$ cat config.mk
export PLATFORM = sky130hd
export DESIGN_NAME = uart_receiver
export DESIGN_NICKNAME = d
export VERILOG_FILES = /design/src/rtl/uart_pkg.sv /design/src/rtl/uart_bit_sync.sv /design/src/rtl/uart_receiver.sv
export SDC_FILE = /design/constraint.sdc
export NUM_CORES = 1
export LEC_CHECK = 0
export ABC_AREA = 1
export CORE_AREA = 3 3 64 66
export DETAILED_ROUTE_END_ITERATION = 7
export DIE_AREA = 0 0 67 69
export HOLD_SLACK_MARGIN = 0.12
export MAX_ROUTING_LAYER = met4
export PLACE_DENSITY = 0.88
export SETUP_SLACK_MARGIN = 0.1
export SLEW_MARGIN = 20
export SYNTH_ARGS = -nofsm -noshare
export SYNTH_HDL_FRONTEND = slang
export SYNTH_SLANG_ARGS = --single-unit
$ cat constraint.sdc
create_clock -name sys_clk -period 2 [get_ports sys_clk]
set_input_delay 0.2 -clock sys_clk [delete_from_list [all_inputs] [get_ports sys_clk]]
set_output_delay 0.2 -clock sys_clk [all_outputs]
set_load 0.1 [all_outputs]
$ cat src/rtl/uart_pkg.sv
// Shared UART definitions: FSM state encoding, frame constants and the parity
// helper used by both the transmitter and the receiver.
`timescale 1ns/1ps
package uart_pkg;

   localparam int DATA_BITS = 8;

   localparam logic PARITY_EVEN = 1'b0;
   localparam logic PARITY_ODD  = 1'b1;

   typedef enum logic [2:0] {
      IDLE,
      START,
      DATA,
      PARITY,
      STOP,
      WAIT_HIGH
   } uartState_e;

   // Parity bit a transmitter appends: even parity makes the total count of ones even
   function automatic logic calcParity(input logic [DATA_BITS-1:0] data, input logic parSel);
      return (^data) ^ (parSel == PARITY_ODD);
   endfunction

endpackage

$ cat src/rtl/uart_bit_sync.sv
// Multi-flop synchronizer for an asynchronous serial line; flops reset to 1
// so an idle-high line never looks like a start bit after reset.
`timescale 1ns/1ps
module uart_bit_sync #(
   parameter int STAGES = 2
) (
   input  logic clk_i,
   input  logic rst_i,
   input  logic async_i,
   output logic sync_o
);

   logic [STAGES-1:0] sync_q;

   always_ff @(posedge clk_i) begin
      if (rst_i) begin
         sync_q <= '1;
      end else begin
         sync_q <= {sync_q[STAGES-2:0], async_i};
      end
   end

   assign sync_o = sync_q[STAGES-1];

endmodule

$ cat src/rtl/uart_receiver.sv
// UART receive stage: 8 data bits, selectable even/odd parity, one stop bit.
// Define UART_RX_MAJORITY_VOTE_EN for 2-of-3 majority sampling around each bit centre.
`timescale 1ns/1ps
module uart_receiver
   import uart_pkg::*;
#(
   parameter int CLKS_PER_BIT = 434,
   parameter int SYNC_STAGES  = 2
) (
   input  logic                 sys_clk,
   input  logic                 rst,
   input  logic                 serial_in,
   input  logic                 even_odd,
   output logic [DATA_BITS-1:0] rx_data_out,
   output logic                 rx_valid,
   output logic                 parity_err,
   output logic                 frame_err,
   output logic                 busy
);

   localparam int CNT_W = $clog2(CLKS_PER_BIT);
   localparam int IDX_W = $clog2(DATA_BITS);

`ifdef UART_RX_MAJORITY_VOTE_EN
   localparam int VOTE_OFS = 1;
`else
   localparam int VOTE_OFS = 0;
`endif

   // With voting the whole sampling grid sits one cycle later so the window straddles the centre
   localparam logic [CNT_W-1:0] START_SAMPLE = CNT_W'(CLKS_PER_BIT / 2 - 1 + VOTE_OFS);
   localparam logic [CNT_W-1:0] LAST_CNT     = CNT_W'(CLKS_PER_BIT - 1);
   localparam logic [IDX_W-1:0] LAST_BIT     = IDX_W'(DATA_BITS - 1);

   logic rxs;
   logic bitVal;

   uartState_e           state_q;
   logic [CNT_W-1:0]     cnt_q;
   logic [IDX_W-1:0]     bitIdx_q;
   logic [DATA_BITS-1:0] shift_q;
   logic                 evenOdd_q;
   logic                 parErr_q;
   logic [DATA_BITS-1:0] rxData_q;
   logic                 rxValid_q;
   logic                 parityErr_q;
   logic                 frameErr_q;
   logic                 busy_q;

   uart_bit_sync #(
      .STAGES (SYNC_STAGES)
   ) uSync (
      .clk_i   (sys_clk),
      .rst_i   (rst),
      .async_i (serial_in),
      .sync_o  (rxs)
   );

`ifdef UART_RX_MAJORITY_VOTE_EN
   logic [1:0] hist_q;

   always_ff @(posedge sys_clk) begin
      if (rst) begin
         hist_q <= 2'b11;
      end else begin
         hist_q <= {hist_q[0], rxs};
      end
   end

   assign bitVal = (hist_q[1] & hist_q[0]) | (hist_q[1] & rxs) | (hist_q[0] & rxs);
`else
   assign bitVal = rxs;
`endif

   // Receive FSM; a stop bit of 1 returns to IDLE mid stop bit so back-to-back frames are caught
   always_ff @(posedge sys_clk) begin
      if (rst) begin
         state_q     <= IDLE;
         cnt_q       <= '0;
         bitIdx_q    <= '0;
         shift_q     <= '0;
         evenOdd_q   <= PARITY_EVEN;
         parErr_q    <= 1'b0;
         rxData_q    <= '0;
         rxValid_q   <= 1'b0;
         parityErr_q <= 1'b0;
         frameErr_q  <= 1'b0;
         busy_q      <= 1'b0;
      end else begin
         rxValid_q <= 1'b0;
         case (state_q)
            IDLE: begin
               if (!rxs) begin
                  state_q   <= START;
                  cnt_q     <= '0;
                  evenOdd_q <= even_odd;
                  busy_q    <= 1'b1;
               end
            end
            START: begin
               if (cnt_q == START_SAMPLE) begin
                  cnt_q <= '0;
                  if (bitVal) begin
                     state_q <= IDLE;
                     busy_q  <= 1'b0;
                  end else begin
                     state_q  <= DATA;
                     bitIdx_q <= '0;
                  end
               end else begin
                  cnt_q <= cnt_q + 1'b1;
               end
            end
            DATA: begin
               if (cnt_q == LAST_CNT) begin
                  cnt_q    <= '0;
                  shift_q  <= {bitVal, shift_q[DATA_BITS-1:1]};
                  bitIdx_q <= bitIdx_q + 1'b1;
                  if (bitIdx_q == LAST_BIT) begin
                     state_q <= PARITY;
                  end
               end else begin
                  cnt_q <= cnt_q + 1'b1;
               end
            end
            PARITY: begin
               if (cnt_q == LAST_CNT) begin
                  cnt_q    <= '0;
                  parErr_q <= (bitVal != calcParity(shift_q, evenOdd_q));
                  state_q  <= STOP;
               end else begin
                  cnt_q <= cnt_q + 1'b1;
               end
            end
            STOP: begin
               if (cnt_q == LAST_CNT) begin
                  cnt_q       <= '0;
                  rxValid_q   <= 1'b1;
                  rxData_q    <= shift_q;
                  parityErr_q <= parErr_q;
                  frameErr_q  <= !bitVal;
                  if (bitVal) begin
                     state_q <= IDLE;
                     busy_q  <= 1'b0;
                  end else begin
                     state_q <= WAIT_HIGH;
                  end
               end else begin
                  cnt_q <= cnt_q + 1'b1;
               end
            end
            WAIT_HIGH: begin
               if (rxs) begin
                  state_q <= IDLE;
                  busy_q  <= 1'b0;
               end
            end
            default: begin
               state_q <= IDLE;
               cnt_q   <= '0;
               busy_q  <= 1'b0;
            end
         endcase
      end
   end

   assign rx_data_out = rxData_q;
   assign rx_valid    = rxValid_q;
   assign parity_err  = parityErr_q;
   assign frame_err   = frameErr_q;
   assign busy        = busy_q;

endmodule

==> results.md, run 1 <==
* Outcome: finished clean
* Die H at 69 um
* Syn Std Cell Area at 2000 um2
* Die width at 67 um
* HP Class: reg -> reg
* I/O Buffers at 15
* Rows at 22
* Die area at 4620 um2
* Post-Route Skew at 0.00907 ns
* Peak VDD IR at 0.000598 V
* Commonest non-fill, non-tap cell in the layout: nand2_1
* Post-CTS Hold Fix Bufs at 0
* Final Max Slew Viols at 0
* Syn_nets at 289
* RSZ-0062 raised after global routing: no
* Share of the synthesized area in the top cell type at 0.390
* Met2 WL at 1940 um
* Highest metal used: met4
* Grt ovf at 0
* Final hold vios at 0
* Flip-flop and latch count after synthesis at 39
* # H-tree levels at 2
* Antenna cells at 0
* Final Net Count at 307
* Netlist cell types at 32
* Design Area, Final at 2280 um2
* Relative max-transition margin at 0.771
* TNS Setup at 0 ns
* Dpl hpwl at 2850 um
* Wire length per cell at 11.8 um
* Vias in the first global route at 1650
* Post-synthesis area per instance at 7.15 um2
* Sink Count at 39
* CTS tree: done
* Vias per std cell at 5.23
* Cell count after synthesis at 280
* Initial antenna violation count at 0
* Placer Congestion at 0.918
* Min Tclk post-route at 1.64 ns
* CP Data Required Time at 2.22 ns
* Dpl cell area at 2150 um2
* GRT Util Overall at 0.200
* Final WL at 4080 um
* Drt first pass iters at 4
* First-pass GRT wire length at 7140 um
* Pin count of the biggest net entering global routing at 24
* Crit path launch type: flop
* Worst setup path class: reg -> reg
* Vias at 1815
* Register area share after synthesis at 0.390
* DRC Markers at 0
* Number of max-capacitance violations reported at 0
* R2R setup slack at 0.36 ns
* Fmax at 0.609 GHz
* Most frequent cells in the layout: nand2_1 (71), dfxtp_1 (39), inv_1 (32)
* Ranking of synthesized cells by area: dfxtp_1 (39%), nand2_1 (13%), inv_1 (6.0%)
* Clk slew on worst S/H paths at 0.08 ns
* Clock Latency Late Sink at 0.29 ns
* Starting Density at 0.551
* Core Footprint at 3630 um2
* Leak at 1.02 nW
* CP Capture Type: flop
* DRT antenna net count at 0
* Post-cts sizing count at 0
* Setup violators final at 0
* CTS Buf Count at 5
* Met3 WL at 226 um
* Io pins at 16
* Warnings, synthesis at 0
* M1 WL at 1850 um
* Crit path DAT at 1.86 ns
* Share of cells above drive strength 1 at 0.171
* Post-CTS Setup Bufs at 0
* Clock buffer depth at 2
* Leading area contributor after synthesis: dfxtp_1
* Power per Cell Area at 787 nW/um2
* Share of the clock period used by the worst path at 0.821
* 1st-iter DRT viols at 167
* P&R area growth vs syn at 14.1%
* Worst-margin pin slew at 0.344 ns
* Crit Path Max Fanout at 16
* Root buf cell: clkbuf_8
-- state kept, by name (all words and copies together), names as in the netlist, 2 cells and up --
| name | cells |
|---|---|
| bitIdx_q | 3 |
| cnt_q | 9 |
| rx_data_out | 8 |
| shift_q | 8 |
| state_q | 3 |
| uSync.sync_q | 2 |
-- routing by layer --
layer | global-route usage | vias to the layer above
met3 | 0.0603 | 8
met2 | 0.306 | 51
met5 | - | -
met1 | 0.246 | 822
met4 | 0.0743 | 0
li1 | - | 934
-- per-stage QoR --
step	setup slack [ns]	hold WS, ns	cells	power, mW	util
final	0.358	0.414	347	1.80	0.628
after global routing	0.161	0.450	347	1.87	0.628
after CTS	0.335	0.418	347	1.80	0.628
after detailed placement	0.358	0.399	339	1.03	0.591
after global placement	0.443	0.396	339	1.02	0.591
after floorplan	0.546	0.284	280	0.979	-
-- report_power, final --
| group | internal (mW) | switching [mW] | total, mW |
|---|---|---|---|
| clock | 0.497 | 0.282 | 0.779 |
| combinational | 0.0624 | 0.139 | 0.202 |
| sequential | 0.793 | 0.0231 | 0.816 |
| total | 1.35 | 0.444 | 1.80 |
-- cell usage after synthesis --
| cell | number |
|---|---|
| buf_4 | 1 |
| ha_1 | 5 |
| nor3_4 | 1 |
| a21oi_1 | 20 |
| nand2_2 | 6 |
| nand3_1 | 16 |
| a31oi_1 | 1 |
| xnor2_1 | 2 |
| nor2_4 | 1 |
| nand3b_1 | 1 |
| nor2_2 | 1 |
| clkbuf_1 | 3 |
| nor2_1 | 25 |
| nand2_4 | 2 |
| xor2_1 | 1 |
| nand2_1 | 71 |
| o21ai_1 | 1 |
| nor2_8 | 1 |
| nand4_1 | 4 |
| or2_2 | 2 |
| a21oi_2 | 5 |
| o21ai_2 | 1 |
| inv_2 | 5 |
| dfxtp_1 | 39 |
| o211ai_1 | 1 |
| inv_1 | 32 |
| buf_8 | 2 |
| nor3_1 | 3 |
| o21a_1 | 1 |
| nor3_2 | 2 |
| nand3_2 | 2 |
| o21ai_0 | 22 |
-- cells by family after synthesis --
family | share of synthesized area
flops | 0.390
fa+ha+maj | 0.0313
simple gates | 0.327
buf+inv | 0.0938
xor+xnor | 0.0131
compound gates | 0.144
-- worst paths after layout --
check                  start               to  cells past startpoint
min reg2reg  uSync.sync_q[0]  uSync.sync_q[1]                      1
max reg2reg         cnt_q[0]   rx_data_out[1]                      7
min          uSync.sync_q[0]  uSync.sync_q[1]                      1
max                 cnt_q[0]   rx_data_out[1]                      7
-- final cells by class --
class	instances	area, um2
clock buffers	5	68.8
inverters	37	139
fillers	320	1350
repair buffers	17	135
flip-flops and latches	39	781
clock inverters	3	67.6
multi-input cells	198	1030
well taps	48	60.1
-- worst max-delay path, stage by stage (launching register included) --
cell and delay (ns):
dfxtp_1 0.42, ha_1 0.17, nand2_1 0.05, nor2_1 0.24, nand3_2 0.19, inv_2 0.26, o21ai_0 0.12, a21oi_1 0.13
Note: power is estimated with default switching activity, not from simulation.
==> run 2, diff against run 1 <==
Settings changed: CORE_AREA 3 3 64 66 to 3 3 67 69, DIE_AREA 0 0 67 69 to 0 0 70 72, PLACE_DENSITY 0.88 to 0.84.
Clock period 2 ns to 1.5 ns, I/O delays scaled along.
==> run 2 against run 1 <==
  * Global-route usage up 0.35 points
  * Cell count up 6.1%
  * Register-to-register slack worse by 0.32 ns
  * Setup slack worse by 0.32 ns
  * Non-clock buffer count up 15
  * Count of clock-buffer cells in the layout up 2
  * Power up 23%
  * Critical path depth up 1
  * Final area up 21%
  * Worst hold slack worse by 0.0079 ns
  * Critical endpoint is now shift_q[6]
==> results.md, run 2 (synthesis gave the netlist of run 1 again) <==
* Peak VDD IR at 0.000565 V
* Dpl hpwl at 3040 um
* First-pass GRT wire length at 8070 um
* DRC Markers at 0
* Min Tclk post-route at 1.46 ns
* Largest register FFs at 9
* Critical Path Slowest Stage Cell: dfxtp_4
* Vias per std cell at 5.36
* Die width at 70 um
* Setup violators final at 0
* DRT antenna net count at 0
* # H-tree levels at 2
* Core Footprint at 3970 um2
* Cells after DPL at 347
* Die area at 5040 um2
* Crit path DAT at 1.66 ns
* Share of the clock period used by the worst path at 0.977
* Clock buffer depth at 2
* I/O Buffers at 15
* # fillers at 282
* Commonest non-fill, non-tap cell in the layout: nand2_1
* Drt first pass iters at 4
* Fmax at 0.683 GHz
* Outcome: finished clean
* CTS tree: done
* Power per Cell Area at 801 nW/um2
* Final Max Slew Viols at 0
* Starting Density at 0.504
* P&R area growth vs syn at 38.0%
* Top reg by flops: cnt_q
* Most frequent cells in the layout: nand2_1 (64), inv_1 (31), dfxtp_1 (31)
* Worst setup path class: reg -> reg
* Rows at 23
* Relative max-transition margin at 0.809
* GRT Util Overall at 0.203
* RSZ-0062 raised after global routing: yes
* Grt ovf at 0
* Cell Count, Final, Fillers Out at 368
* Vias in the first global route at 1852
* Post-Route Skew at 0.00624 ns
* Final hold vios at 0
* Post-CTS Hold Fix Bufs at 0
* Leak at 1.15 nW
* Vias at 1974
* Clk slew on worst S/H paths at 0.07 ns
* Pin count of the biggest net entering global routing at 23
* Crit Path Max Fanout at 6
* Clock Latency Late Sink at 0.30 ns
* CP cell instances: ha_4, nand2_4, nor2_4, buf_4, nand2_4, buf_4, nor3_2, nor2_1
* Number of max-capacitance violations reported at 0
* Pre-CTS setup slack at -0.0343 ns
* Share of cells above drive strength 1 at 0.321
* Final WL at 5330 um
* CP Capture Type: flop
* Io pins at 16
* Initial antenna violation count at 0
* 1st-iter DRT viols at 242
* Final Net Count at 326
* Max incr delay on CP at 0.38 ns
* CTS Buf Count at 5
* Antenna cells at 0
* Final setup margin at 0.0352 ns
* Placer Congestion at 0.927
* Crit path launch type: flop
* Worst-margin pin slew at 0.284 ns
* HP Class: in -> reg
* Root buf cell: clkbuf_8
* Die H at 72 um
* CP Data Required Time at 1.69 ns
* Wire length per cell at 14.5 um
* Sink Count at 39
## run 2: report_power, final
part,internal (mW),switching [mW]
sequential,1.06,0.0296
combinational,0.172,0.262
clock,0.326,0.366
total,1.56,0.657
## run 2: stage by stage
| stage | util | setup TNS (ns) | total power [mW] | hold WS [ns] | instance area [um2] |
|---|---|---|---|---|---|
| 3_5_place_dp | 0.594 | -0.0751 | 1.42 | 0.405 | 2360 |
| 3_3_place_gp | 0.594 | 0 | 1.41 | 0.395 | 2360 |
| 2_1_floorplan | - | 0 | 1.31 | 0.234 | 2000 |
| 5_1_grt | 0.695 | -0.0508 | 2.30 | 0.416 | 2760 |
| 4_1_cts | 0.628 | 0 | 2.12 | 0.415 | 2490 |
| 6_report | 0.695 | 0 | 2.21 | 0.406 | 2760 |
## run 2: timing repair
action                     CTS  global route
buffers inserted             0             9
setup endpoints to repair   35            33
gates cloned                 1             3
pin swaps                    6            13
gates resized for setup     15            44
## run 2: layer usage
metal	global-route usage	routed length, um	vias up
li1	-	-	975
met1	0.242	2130	913
met2	0.336	2770	73
met3	0.0388	291	13
met4	0.0936	134	0
met5	-	0	-
## run 2: final timing paths
check                       start               to  slack (ns)  cells after the start
setup / recovery         cnt_q[0]       shift_q[6]        0.04                      8
hold / removal          serial_in  uSync.sync_q[0]        0.41                      2
setup reg to reg         cnt_q[0]       shift_q[6]        0.04                      8
hold reg to reg   uSync.sync_q[0]  uSync.sync_q[1]        0.43                      1
## run 2: critical path, delay by kind of cell, from the launching register on
| kind | cells | cell delay [ns] |
|---|---|---|
| adder cells (fa/ha/maj) | 1 | 0.14 |
| AND/OR/NAND/NOR | 5 | 0.53 |
| buffers and inverters | 2 | 0.30 |
| flip-flops | 1 | 0.38 |
## run 2: final cells by class
cell class                      instances  area [um2]  area share
Inverter                               37         144      0.0521
Tap cell                               50        62.6      0.0227
Timing Repair Buffer                   32         430       0.156
Multi-Input combinational cell        202        1240       0.450
Sequential cell                        39         801       0.290
Clock inverter                          1        5.00     0.00181
Clock buffer                            7        76.3      0.0276
